[src/rtl/qr_pkg.sv]
// rtl/qr_pkg.sv - shared QR datapath widths, FSM state type and magnitude-squared helper
package qr_pkg;

   localparam int DATA_W      = 12;
   localparam int SUM_W       = 33;
   localparam int SQRT_STAGES = 6;

   localparam logic [SUM_W-1:0] SAT_MAX = '1;

   typedef enum logic {
      ACC   = 1'b0,
      ISSUE = 1'b1
   } state_t;

   // re^2 + im^2; each square fits 2*DATA_W bits, so the sum needs one more
   function automatic logic [2*DATA_W:0] mag_sq(input logic signed [DATA_W-1:0] re,
                                                input logic signed [DATA_W-1:0] im);
      logic signed [2*DATA_W-1:0] re_x;
      logic signed [2*DATA_W-1:0] im_x;
      logic signed [2*DATA_W-1:0] sq_re;
      logic signed [2*DATA_W-1:0] sq_im;
      re_x  = {{DATA_W{re[DATA_W-1]}}, re};
      im_x  = {{DATA_W{im[DATA_W-1]}}, im};
      sq_re = re_x * re_x;
      sq_im = im_x * im_x;
      return {1'b0, sq_re} + {1'b0, sq_im};
   endfunction

endpackage

[src/rtl/col_norm_sq_feeder_if.sv]
// rtl/col_norm_sq_feeder_if.sv - element stream, sqrt-pipe control and root handshake bundle
interface col_norm_sq_feeder_if;
   import qr_pkg::*;

   logic                     in_valid;
   logic                     in_ready;
   logic signed [DATA_W-1:0] in_re;
   logic signed [DATA_W-1:0] in_im;
   logic                     in_last;
   logic                     sqrt_en;
   logic [SUM_W-1:0]         sqrt_a;
   logic                     root_valid;
   logic                     out_ready;
   logic                     len_err;

   modport master (
      output in_valid, in_re, in_im, in_last, out_ready,
      input  in_ready, sqrt_en, sqrt_a, root_valid, len_err
   );

   modport slave (
      input  in_valid, in_re, in_im, in_last, out_ready,
      output in_ready, sqrt_en, sqrt_a, root_valid, len_err
   );

endinterface

[src/rtl/sqrt_tag_pipe.sv]
// rtl/sqrt_tag_pipe.sv - enabled shift register marking live operands in a stall-mode pipe
module sqrt_tag_pipe #(
   parameter int STAGES = 5
) (
   input  logic clk,
   input  logic rst,
   input  logic en,
   input  logic din,
   output logic dout
);

   logic [STAGES-1:0] tags;

   always_ff @(posedge clk or posedge rst) begin
      if (rst) begin
         tags <= '0;
      end else if (en) begin
         tags[0] <= din;
         for (int i = 1; i < STAGES; i++) begin
            tags[i] <= tags[i-1];
         end
      end
   end

   assign dout = tags[STAGES-1];

endmodule

[src/rtl/col_norm_sq_feeder.sv]
// rtl/col_norm_sq_feeder.sv - accumulates |x|^2 over a column and launches it into the sqrt pipe
module col_norm_sq_feeder
   import qr_pkg::*;
#(
   parameter int N_ELEM = 8
) (
   input  logic                 clk,
   input  logic                 rst,
   col_norm_sq_feeder_if.slave  bus
);

   localparam int              CNT_W    = (N_ELEM > 1) ? $clog2(N_ELEM) : 1;
   localparam logic [CNT_W-1:0] CNT_LAST = CNT_W'(N_ELEM - 1);

   state_t            state;
   state_t            state_nxt;
   logic [SUM_W-1:0]  acc;
   logic [SUM_W-1:0]  acc_nxt;
   logic [SUM_W:0]    sum_wide;
   logic [2*DATA_W:0] term;
   logic [CNT_W-1:0]  cnt;
   logic              accept;
   logic              at_max;
   logic              close;
   logic              launch;
   logic              tag_in;
   logic              len_err_q;

   assign accept = bus.in_valid && bus.in_ready;
   assign at_max = (cnt == CNT_LAST);
   assign close  = accept && (bus.in_last || at_max);

   // Whole pipe freezes only while a finished root is refused downstream
   assign bus.sqrt_en = ~(bus.root_valid & ~bus.out_ready);
   assign launch      = (state == ISSUE) && bus.sqrt_en;

   assign term     = mag_sq(bus.in_re, bus.in_im);
   assign sum_wide = {1'b0, acc} + (SUM_W+1)'(term);
   assign acc_nxt  = sum_wide[SUM_W] ? SAT_MAX : sum_wide[SUM_W-1:0];

   always_ff @(posedge clk or posedge rst) begin
      if (rst) begin
         state <= ACC;
      end else begin
         state <= state_nxt;
      end
   end

   always_comb begin
      state_nxt = state;
      case (state)
         ACC:     if (close)  state_nxt = ISSUE;
         ISSUE:   if (launch) state_nxt = ACC;
         default: state_nxt = ACC;
      endcase
   end

   always_comb begin
      bus.in_ready = 1'b0;
      bus.sqrt_a   = '0;
      tag_in       = 1'b0;
      case (state)
         ACC: bus.in_ready = 1'b1;
         ISSUE: begin
            bus.sqrt_a = acc;
            tag_in     = 1'b1;
         end
         default: bus.in_ready = 1'b0;
      endcase
   end

   always_ff @(posedge clk or posedge rst) begin
      if (rst) begin
         acc       <= '0;
         cnt       <= '0;
         len_err_q <= 1'b0;
      end else begin
         // Short column (last early) or forced close (last missing) both flag
         len_err_q <= close && (bus.in_last != at_max);
         if (launch) begin
            acc <= '0;
            cnt <= '0;
         end else if (accept) begin
            acc <= acc_nxt;
            if (!close) begin
               cnt <= cnt + 1'b1;
            end
         end
      end
   end

   assign bus.len_err = len_err_q;

   sqrt_tag_pipe #(
      .STAGES (SQRT_STAGES - 1)
   ) u_tag_pipe (
      .clk  (clk),
      .rst  (rst),
      .en   (bus.sqrt_en),
      .din  (tag_in),
      .dout (bus.root_valid)
   );

endmodule

[src/flat_wrapper.sv]
// flat-port wrapper written by rule: the top's interface ports become plain ports
module col_norm_sq_feeder_flat import qr_pkg::*;
#(
   parameter int N_ELEM = 8
)
  (clk, rst, bus_in_valid, bus_in_re, bus_in_im, bus_in_last, bus_out_ready, bus_in_ready, bus_sqrt_en, bus_sqrt_a, bus_root_valid, bus_len_err);
  col_norm_sq_feeder_if bus_i ();
  input  logic clk;
  input  logic rst;
  input wire logic [$bits(bus_i.in_valid)-1:0] bus_in_valid;
  input wire logic [$bits(bus_i.in_re)-1:0] bus_in_re;
  input wire logic [$bits(bus_i.in_im)-1:0] bus_in_im;
  input wire logic [$bits(bus_i.in_last)-1:0] bus_in_last;
  input wire logic [$bits(bus_i.out_ready)-1:0] bus_out_ready;
  output wire logic [$bits(bus_i.in_ready)-1:0] bus_in_ready;
  output wire logic [$bits(bus_i.sqrt_en)-1:0] bus_sqrt_en;
  output wire logic [$bits(bus_i.sqrt_a)-1:0] bus_sqrt_a;
  output wire logic [$bits(bus_i.root_valid)-1:0] bus_root_valid;
  output wire logic [$bits(bus_i.len_err)-1:0] bus_len_err;
  assign bus_i.in_valid = bus_in_valid;
  assign bus_i.in_re = bus_in_re;
  assign bus_i.in_im = bus_in_im;
  assign bus_i.in_last = bus_in_last;
  assign bus_i.out_ready = bus_out_ready;
  assign bus_in_ready = bus_i.in_ready;
  assign bus_sqrt_en = bus_i.sqrt_en;
  assign bus_sqrt_a = bus_i.sqrt_a;
  assign bus_root_valid = bus_i.root_valid;
  assign bus_len_err = bus_i.len_err;
  col_norm_sq_feeder #(.N_ELEM(N_ELEM)) u_core (.clk(clk), .rst(rst), .bus(bus_i));
endmodule
[config.mk]
export PLATFORM = sky130hd
export DESIGN_NAME = col_norm_sq_feeder_flat
export DESIGN_NICKNAME = d
export VERILOG_FILES = /design/src/rtl/qr_pkg.sv /design/src/rtl/col_norm_sq_feeder_if.sv /design/src/rtl/sqrt_tag_pipe.sv /design/src/rtl/col_norm_sq_feeder.sv /design/src/flat_wrapper.sv
export SDC_FILE = /design/constraint.sdc
export NUM_CORES = 1
export LEC_CHECK = 0
export ABC_AREA = 0
export CORE_ASPECT_RATIO = 0.9
export CORE_UTILIZATION = 55
export DETAILED_ROUTE_END_ITERATION = 12
export PLACE_DENSITY = 0.73
export SKIP_CTS_REPAIR_TIMING = 1
export SLEW_MARGIN = 20
export SYNTH_ARGS = -nofsm -noshare
export SYNTH_HDL_FRONTEND = slang
export SYNTH_SLANG_ARGS = --single-unit
[constraint.sdc]
create_clock -name clk -period 6.35 [get_ports clk]
set_input_delay 1.27 -clock clk [delete_from_list [all_inputs] [get_ports clk]]
set_output_delay 1.27 -clock clk [all_outputs]
set_load 0.005 [all_outputs]
Word-level counts from Yosys, hierarchy flattened
Index checks and enable logic that the tools add are counted.
{"block": "word_totals", "reg_bits": 43, "inputBits": 29, "out_inout_bits": 37, "word_cells": 36}
{"block": "classes", "addsub": 3, "n_mul": 2, "n_eq_ne": 3, "muxes": 12, "bitwise": 4, "n_reduce_logical": 7}
{"operator": "$mux 33", "n": 4}
{"operator": "$mul 12x12->24", "n": 2}
{"operator": "$add 33x25->34", "n": 1}
{"operator": "$add 24x24->25", "n": 1}
{"operator": "$mux 3", "n": 3}
{"operator": "$logic_and 1x1->1", "n": 4}
{"operator": "$mux 1", "n": 4}
{"operator": "$add 3x1->3 const B", "n": 1}
{"operator": "$eq 3x3->1 const B", "n": 1}
{"operator": "$not 1->1", "n": 3}
{"operator": "$ne 2x2->1 const B", "n": 1}
{"operator": "$pmux 1 s2", "n": 1}
{"operator": "$reduce_and 2->1", "n": 1}
{"operator": "$reduce_bool 2->1", "n": 1}
{"operator": "$and 1x1->1", "n": 1}
{"operator": "$logic_or 1x1->1", "n": 1}
{"operator": "$ne 1x1->1", "n": 1}

Longest topological paths before layout
Gate-level depths: netlist of run 1.
{"block": "depth", "ltp_word": 6, "ltp_mapped": 32}

Cells and area by module
A second synthesis of run 1 with hierarchy kept.
{"block": "unflattened", "hier_cells": 1541, "hier_area_um2": 13605.5}
{"module": "col_norm_sq_feeder", "n_inst": 1, "cells_per_inst": 1530, "area_each_um2": 13420.4, "seq_area_each_um2": 950.9}
{"module": "sqrt_tag_pipe", "n_inst": 1, "cells_per_inst": 11, "area_each_um2": 185.2, "seq_area_each_um2": 125.1}

Worst setup path before layout of run 1
OpenSTA, ideal clock, no wires.
{"block": "synth_timing", "path_type": "input-to-reg", "startpoint": "input bus_in_im[9]", "endpoint": "register u_core.acc[28]", "setup_ns": 0.080, "arrival_time_ns": 8.323, "t_required_ns": 6.270, "slack_ns": -2.054, "stages": 30, "path_buffers": 2, "cell_sequence": "clkbuf_1 and2_1 fa_1 inv_1 fa_1 fa_1 inv_1 fa_1 inv_1 fa_1 inv_1 ha_1 a21o_1 a21o_1 or3_1 o211ai_1 nand2_1 nor2_1 xor2_1 fa_1 inv_1 ha_1 and3_2 nand2_1 or4b_1 a21bo_1 a211o_1 buf_2 and4_1 nor3_2"}
{"block": "synth_via", "elab_chain_cells": 6}
{"element": "start: declaration", "line_no": "flat_wrapper.sv:12", "source": "input wire logic [$bits(bus_i.in_im)-1:0] bus_in_im;"}
{"element": "$mul 12x12->24", "line_no": "qr_pkg.sv:25", "source": "sq_im = im_x * im_x;"}
{"element": "$add 24x24->25", "line_no": "qr_pkg.sv:26", "source": "return {1'b0, sq_re} + {1'b0, sq_im};"}
{"element": "$add 33x25->34", "line_no": "col_norm_sq_feeder.sv:38", "source": "assign sum_wide = {1'b0, acc} + (SUM_W+1)'(term);"}
{"element": "$mux 33", "line_no": "col_norm_sq_feeder.sv:39", "source": "assign acc_nxt = sum_wide[SUM_W] ? SAT_MAX : sum_wide[SUM_W-1:0];"}
{"element": "$mux 33", "line_no": "col_norm_sq_feeder.sv:83", "source": "end else if (accept) begin"}
{"element": "$mux 33", "line_no": "col_norm_sq_feeder.sv:80", "source": "if (launch) begin"}
{"element": "end signal: assignment", "line_no": "col_norm_sq_feeder.sv:84", "source": "acc <= acc_nxt;"}
{"element": "end: declaration", "line_no": "col_norm_sq_feeder.sv:17", "source": "logic [SUM_W-1:0] acc;"}
Every way passes these cells. The select of a mux whose other input is x is not followed.
A chain may end at the register's enable or synchronous reset.

Worst setup path in the final report of run 1
{"block": "layout_timing", "startpoint": "input bus_in_im[1]", "endpoint": "register u_core.acc[11]"}
Same word-level chain as after synthesis.

==> results.cfg, run 1 <==
[run_status]
status = complete, but fails checks
violations = setup timing

[logic_synthesis]
synth_top_family_by_area = adder cells
synth_compound_area_share_pct = 9.856
yosys_warnings = 0
synthMuxAreaShare_pct = 0.6980
synthAdderAreaFrac_pct = 52.55
synth_ff_type = dfrtp_1
synth_top_area_cell = fa_1
yosysTopAreaCellShare_pct = 39.61
ys_seq_elements = 43
synth.yosys.seq_area_share_pct = 8.004
synthXorXnorAreaFrac_pct = 5.147
syn-num-nets = 1936
synth-simple-area-share_pct = 11.97
async_flop_share_pct = 100.0
yosysUniqueCellTypes = 65
syn-instance-count = 1502
avgSynthCellArea_sq_um = 8.951
netlist_area_sq_um = 13440
synth_edf_count = 0
ys_top_cells_by_area = fa_1 40%, ha_1 13%, inv_1 10%, dfrtp_1 8.0%, nand2_1 3.5%

[floorplanning]
start_util_pct = 56.79
die_x_microns = 166.8
die_y_microns = 150.3
boundaryPins = 66
die_area_sq_um = 25070
fp-row-count = 53
core-area_sq_um = 23670

[clock_network]
cts_tree = yes
cts_sinks = 43
cts-root-buf = clkbuf_16
numCtsBuffers = 5
clk_path_buf_depth = 2
clk_pin_slew_ps = 70
htreeDepth = 2
clock_latency_ps = 300

[sta]
setup_ws_ps = -1779
finalClockSkew_ps = 6.738
holdWs_ps = 473.0
fmax_mhz = 123.0
post-route-period-util_pct = 128.0
final.min_clock_period_ps = 8129
setup_viol = 33
worst_slew_pin_slew_ps = 1133
rsz0062_at_grt = true
finalMaxSlewViolations = 0
slew_headroom_pct = 24.50
finalHoldViolCount = 0

[worst_setup_path]
path_depth = 29
crit_slowest_cell = fa_1
worstSetupEndpointType = flop
critPathKind = in2reg
arrival_ps = 8350
cp_max_fo = 7
cp_slowest_stage_delay_ps = 550
path_buf_inv = 7
path_common_cell = fa_1
cp-start-kind = input pin
worstPathRequired_ps = 6570
reg2reg_depth = 11
path_delay_family = adder cells

[route]
dr.first_iter.drc_count = 696
viasPerCell = 5.340
via_count = 11305
postRouteAntennaNets = 0
routedWlPerCell_microns = 15.50
routed_wl_mm = 32.81
drtPass1Iterations = 5
post-route-drc-count = 0

[final_layout]
layout.nets = 2248
area_growth_pct = 28.20
n_fill_cell = 1703
antenna_cells = 0
layout-drive-gt1-share_pct = 24.57

[placement]
gp_congestion = 0.9298
port_buffers = 65
hpwlAfterDp_mm = 26.68

[min_path]
holdPathStages = 1
hp-class = reg2reg

[grt]
grt_pass1_vias = 11724
grt_pass1_wl_mm = 53.65
track_usage_pct = 26.46
grt_overflow = 0
grt_max_degree = 58
grt_antenna_before_repair = 0

[flow_run]
max-cap-violations = 0
-- path summary, 6_finish.rpt --
| path | startpoint | to | slack [ps] |
|---|---|---|---|
| setup / recovery | bus_in_im[1] | u_core.acc[11] | -1780 |
| hold / removal | u_core.u_tag_pipe.tags[3] | u_core.u_tag_pipe.tags[4] | 470 |
| setup reg to reg | u_core.acc[3] | u_core.acc[22] | 2950 |
| hold reg to reg | u_core.u_tag_pipe.tags[3] | u_core.u_tag_pipe.tags[4] | 470 |
| max in group asynchronous | rst | u_core.acc[9] | 4200 |
| min in group asynchronous | rst | u_core.bus.len_err | 1530 |
-- per-layer routing --
layer | track usage (%) | wire [microns] | vias to the layer above
li1 | - | - | 5259
met1 | 35.90 | 14120 | 5663
met2 | 46.26 | 16430 | 330
met3 | 3.312 | 1728 | 53
met4 | 4.630 | 531 | 0
met5 | 0 | 0 | -
-- per-stage QoR --
stage / std cells / TNS [ps] / utilization (%) / area, sq um / setup slack (ps)
after floorplan: 1502 / -57730 / - / 13570 / -1791
after global placement: 2096 / -83250 / 69.21 / 16380 / -2547
after detailed placement: 2096 / -86670 / 69.21 / 16380 / -2679
after CTS: 2104 / -77740 / 69.94 / 16560 / -2522
after global routing: 2117 / -65310 / 72.80 / 17240 / -2052
final: 2117 / -57010 / 72.80 / 17240 / -1779
-- Yosys cell counts, types with 3 or more instances --
cell type	count
and3_1	13
clkbuf_1	35
nor3_1	12
ha_1	139
a31oi_1	29
mux2i_1	6
o21a_1	5
a211o_1	3
a21oi_1	69
inv_1	369
nand2_1	125
a211oi_1	12
o21bai_1	9
fa_1	266
o211ai_1	7
and2_1	56
nor2_1	87
o21ai_0	32
a21o_1	21
nand3_1	17
dfrtp_1	43
xor2_1	32
nand2b_1	7
xnor2_1	47
mux2_2	3
nor2b_1	4
or2_2	6
buf_2	4
-- sequential cells by signal, summed over array words and instances (netlist names) --
register / flops
u_core.u_tag_pipe.tags: 5
u_core.acc: 33
u_core.bus.len_err: 1
u_core.state: 1
u_core.cnt: 3
-- cell type report --
class                           instances  area (sq um)  area share, %
Clock inverter                          2         35.03         0.2033
Timing Repair Buffer                  348          2783          16.15
Clock buffer                            6         138.9         0.8058
Tap cell                              302         377.9          2.192
Sequential cell                        43          1076          6.243
Inverter                              371          1393          8.080
Multi-Input combinational cell       1045         11430          66.33
-- logic make-up after synthesis --
group,count (synthesis)
buffers and inverters,414
adders and majority gates,405
and+or+nand+nor,343
AOI/OAI and AO/OA,209
xor gates and xnor gates,79
DFF,43
muxes,9
-- layout by cell type (no fill, tap or decap), types with 5 or more instances in the layout --
cell and count:
o21ai_2 5, and3_1 13, clkbuf_2 14, nor2_1 75, buf_4 272, nand2_1 117
inv_2 13, a211oi_2 10, o21ai_0 23, dfrtp_1 43, mux2i_1 6, fa_1 264
a21oi_1 59, or2_2 6, nor2_2 11, nand3_1 14, ha_1 121, o21a_1 5
clkdlybuf4s50_1 41, o21ai_1 5, xor2_1 32, o211ai_1 7, xnor2_1 44, a21oi_2 10
ha_4 17, clkbuf_16 7, nand2_2 8, and2_4 5, buf_6 10, a31oi_1 19
a31oi_2 6, and2_1 51, nor3_1 10, a21o_1 21, inv_1 357, nand2b_1 7
o21bai_1 8
Power of run 1 is not shown: default switching activity piles up to over one toggle a cycle in this logic, so the estimate is an artifact.
==> run 2: changes to the inputs <==
- SLEW_MARGIN: 20 -> 25
==> run 2 against run 1 <==
  * The run still ends with setup timing left
  * Die area unchanged
  * Sequential share of layout area about the same
  * Non-clock buffer count unchanged
  * Cell count unchanged
  * Sequential cell count unchanged
  * Final area about the same
  * Global-route usage unchanged
  * Utilization about the same
  * Via count decreased by 0.12%
  * Worst hold slack about the same
  * Register-to-register slack about the same
==> results.cfg, run 2 (synthesis results as in run 1) <==
[run_status]
status = complete, but fails checks
violations = setup timing

[sta]
rsz0062_at_grt = true
post-route-period-util_pct = 128.0
finalClockSkew_ps = 6.228
slew_headroom_pct = 23.77
finalMaxSlewViolations = 0
finalHoldViolCount = 0
final.min_clock_period_ps = 8126
setup_viol = 33
holdWs_ps = 472.8
setup_ws_ps = -1776
worst_slew_pin_slew_ps = 1143
fmax_mhz = 123.1

[final_layout]
area_growth_pct = 28.21
antenna_cells = 0
largest_register_ffs = 33
largest-register = u_core.acc
layout.nets = 2248
layout-drive-gt1-share_pct = 24.57
final_common_cell = inv_1
largestRegisters = u_core.acc: 33 flops, u_core.u_tag_pipe.tags: 5 flops, u_core.cnt: 3 flops
finalNonFillerCells = 2117
most-common-layout-cells = 357 x inv_1, 272 x buf_4, 264 x fa_1, 121 x ha_1, 117 x nand2_1
n_fill_cell = 1702

[route]
drtPass1Iterations = 6
dr.first_iter.drc_count = 708
routed_wl_mm = 32.82
post-route-drc-count = 0
routedWlPerCell_microns = 15.50
postRouteAntennaNets = 0
via_count = 11291
viasPerCell = 5.333

[min_path]
hp-class = reg2reg
worstHoldStart = u_core.u_tag_pipe.tags[3]
hold_path_end = u_core.u_tag_pipe.tags[4]
holdPathStages = 1

[floorplanning]
core-area_sq_um = 23670
start_util_pct = 56.79
die_x_microns = 166.8
die_y_microns = 150.3
fp-row-count = 53
boundaryPins = 66
die_area_sq_um = 25070

[placement]
port_buffers = 65
post-place-ws_ps = -2679
dp.cells = 2096
gp_congestion = 0.9298
hpwlAfterDp_mm = 26.68

[worst_setup_path]
worstSetupEndpointType = flop
r2r_setup_slack_ps = 2940
timing.rr.end = u_core.acc[22]
r2r-start = u_core.acc[3]
cp-start-kind = input pin
reg2reg_depth = 11
crit_slowest_cell = fa_1
worstPathRequired_ps = 6570
arrival_ps = 8340
path_common_cell = fa_1
critPathKind = in2reg
cp_max_fo = 7
cp_slowest_stage_delay_ps = 550

[grt]
grt_pass1_wl_mm = 53.65
grt_max_degree = 58
track_usage_pct = 26.46
grt_overflow = 0
grt_antenna_before_repair = 0
grt_pass1_vias = 11724

[flow_run]
max-cap-violations = 0

[clock_network]
htreeDepth = 2
clock_latency_ps = 300
clk_pin_slew_ps = 70
cts_tree = yes
cts_sinks = 43
numCtsBuffers = 5
clk_path_buf_depth = 2
cts-root-buf = clkbuf_16
==> run 2: cell type report <==
class | count | area, sq um | share of cell area, %
Sequential cell | 43 | 1076 | 6.243
Clock inverter | 2 | 35.03 | 0.2033
Multi-Input combinational cell | 1045 | 11430 | 66.33
Clock buffer | 6 | 138.9 | 0.8057
Timing Repair Buffer | 348 | 2783 | 16.14
Inverter | 371 | 1394 | 8.087
Tap cell | 302 | 377.9 | 2.192
==> run 2: how the worst max path moves through the flow <==
stage	endpoint	start	slack, ps
6_report	u_core.acc[16]	bus_in_im[1]	-1780
5_1_grt	u_core.acc[28]	bus_in_im[5]	-2050
4_1_cts	u_core.acc[32]	bus_in_re[2]	-2520
3_5_place_dp	u_core.acc[3]	bus_in_im[6]	-2680
3_3_place_gp	u_core.acc[3]	bus_in_im[5]	-2550
2_1_floorplan	u_core.acc[32]	bus_in_im[10]	-1790
==> run 2: critical path, delay by kind of cell <==
family	cells	cell delay, ps
buf+inv	7	510
simple gates	7	1470
fa+ha+maj	8	3600
compound gates	6	1370
xor+xnor	1	100
==> run 2: layer usage <==
| metal | wire, microns | global-route usage [%] |
|---|---|---|
| met1 | 14170 | 35.90 |
| met2 | 16440 | 46.26 |
| met3 | 1745 | 3.312 |
| met4 | 467 | 4.630 |
| met5 | 0 | 0 |
==> run 2: per-stage QoR <==
stage / area, sq um / utilization (%) / setup TNS (ps)
final: 17240 / 72.81 / -56970
after global routing: 17240 / 72.81 / -65310
after CTS: 16560 / 69.94 / -77740
after detailed placement: 16380 / 69.21 / -86670
after global placement: 16380 / 69.21 / -83250
after floorplan: 13570 / - / -57730
Power of run 2 is left out for the same reason.
==> run 3: changes to the inputs <==
- ABC_CLOCK_PERIOD_IN_PS: default -> 6350
- TNS_END_PERCENT: default -> 1
==> run 3 against run 2 <==
  * The run still ends with setup timing left
  * Final area is 1.4% lower
  * Worst setup slack worse by 140 ps
  * Critical path depth stayed put
  * Global-route usage is 0.32 points higher
  * Clock-buffer cell count stayed put
  * Clock skew is 2.6 ps higher
  * Utilization is 0.98 points lower
  * Sequential cell count stayed put
==> results.cfg, run 3 (synthesis results as in run 1) <==
[run_status]
status = complete, but fails checks
violations = setup timing

[min_path]
hp-class = reg2reg

[floorplanning]
start_util_pct = 56.79
fp-row-count = 53
boundaryPins = 66
die_x_microns = 166.8
die_y_microns = 150.3
core-area_sq_um = 23670
die_area_sq_um = 25070

[final_layout]
most-common-layout-cells = 359 x inv_1, 273 x buf_4, 264 x fa_1, 130 x ha_1, 122 x nand2_1
antenna_cells = 0
final_common_cell = inv_1
largestRegisters = u_core.acc: 33 flops, u_core.u_tag_pipe.tags: 5 flops, u_core.cnt: 3 flops
largest_register_ffs = 33
largest-register = u_core.acc
area_growth_pct = 26.48
final_core_util_pct = 71.83
layout.nets = 2246
layout-drive-gt1-share_pct = 22.17

[worst_setup_path]
worstSetupEndpointType = flop
critPathKind = in2reg
cp_slowest_stage_delay_ps = 560
arrival_ps = 8490
worstPathRequired_ps = 6580
cp-start-kind = input pin
path_common_cell = fa_1
crit_slowest_cell = fa_1
cp_max_fo = 7

[route]
dr.first_iter.drc_count = 733
drtPass1Iterations = 5
postRouteAntennaNets = 0
post-route-drc-count = 0
routed_wl_mm = 32.27
viasPerCell = 5.287
routedWlPerCell_microns = 15.26
via_count = 11181

[sta]
final.min_clock_period_ps = 8266
slew_headroom_pct = 18.07
setup_viol = 33
fmax_mhz = 121.0
rsz0062_at_grt = true
finalSetupTns_ps = -61410
finalMaxSlewViolations = 0
holdWs_ps = 491.9
finalClockSkew_ps = 8.868
worst_slew_pin_slew_ps = 1229
setup_ws_ps = -1916
post-route-period-util_pct = 130.2
finalHoldViolCount = 0

[clock_network]
cts_tree = yes
clock_latency_ps = 300
clk_pin_slew_ps = 70
cts_sinks = 43
numCtsBuffers = 5
cts-root-buf = clkbuf_16
clk_path_buf_depth = 2
htreeDepth = 2

[placement]
hpwlAfterDp_mm = 26.92
port_buffers = 65
gp_congestion = 0.9346

[grt]
grt_antenna_before_repair = 0
grt_pass1_wl_mm = 54.08
grt_max_degree = 58
grt_pass1_vias = 11861
grt_overflow = 0
track_usage_pct = 26.79

[flow_run]
max-cap-violations = 0
## run 3: cell types whose count changed in the layout (fill, tap and decap cells not counted), moves of 4 or more
| cell | previous run | this run |
|---|---|---|
| nand2_2 | 8 | 2 |
| nor2_2 | 11 | 7 |
| a21oi_2 | 10 | 5 |
| dlymetal6s2s_1 | 3 | 8 |
| nor2_1 | 75 | 80 |
| nand2_1 | 117 | 122 |
| a21oi_1 | 59 | 65 |
| buf_6 | 10 | 5 |
| ha_4 | 17 | 9 |
| ha_1 | 121 | 130 |
## run 3: metal layers
layer / vias up / part of all wire, % / routed length (microns) / global-route usage [%]
li1: 5251 / - / - / -
met1: 5604 / 44 / 14300 / 36.40
met2: 280 / 49 / 15950 / 47.29
met3: 46 / 4.5 / 1439 / 2.760
met4: 0 / 1.8 / 580 / 4.583
met5: - / 0 / 0 / 0
## run 3: cell type report
class / count / area, sq um
Clock inverter: 2 / 35.03
Timing Repair Buffer: 346 / 2766
Sequential cell: 43 / 1076
Inverter: 371 / 1394
Multi-Input combinational cell: 1045 / 11220
Clock buffer: 6 / 138.9
Fill cell: 1763 / 6670
Tap cell: 302 / 377.9
## run 3: worst max-delay path: cells and delay by family
kind	cells	cell delay, ps
AO/OA/AOI/OAI	8	1770
XOR/XNOR	1	110
adder cells (fa/ha/maj)	8	3380
buffers and inverters	7	900
AND/OR/NAND/NOR	5	1050
## run 3: per-stage QoR
| stage | setup WS, ps | cells | cell area [sq um] |
|---|---|---|---|
| 5_1_grt | -2168 | 2115 | 17000 |
| 6_report | -1916 | 2115 | 17000 |
| 4_1_cts | -2504 | 2111 | 16600 |
| 2_1_floorplan | -1791 | 1502 | 13560 |
| 3_3_place_gp | -2531 | 2103 | 16430 |
| 3_5_place_dp | -2725 | 2103 | 16430 |
## run 3: final timing paths
kind / startpoint / endpoint / slack, ps / depth (start not counted)
max: bus_in_re[5] / u_core.acc[0] / -1920 / 29
min: u_core.u_tag_pipe.tags[3] / u_core.u_tag_pipe.tags[4] / 490 / 1
max reg2reg: u_core.acc[3] / u_core.acc[0] / 2840 / 10
min reg2reg: u_core.u_tag_pipe.tags[3] / u_core.u_tag_pipe.tags[4] / 490 / 1
max in group asynchronous: rst / u_core.acc[5] / 4440 / 2
min in group asynchronous: rst / u_core.bus.len_err / 1420 / 2
Power of run 3 is left out for the same reason.
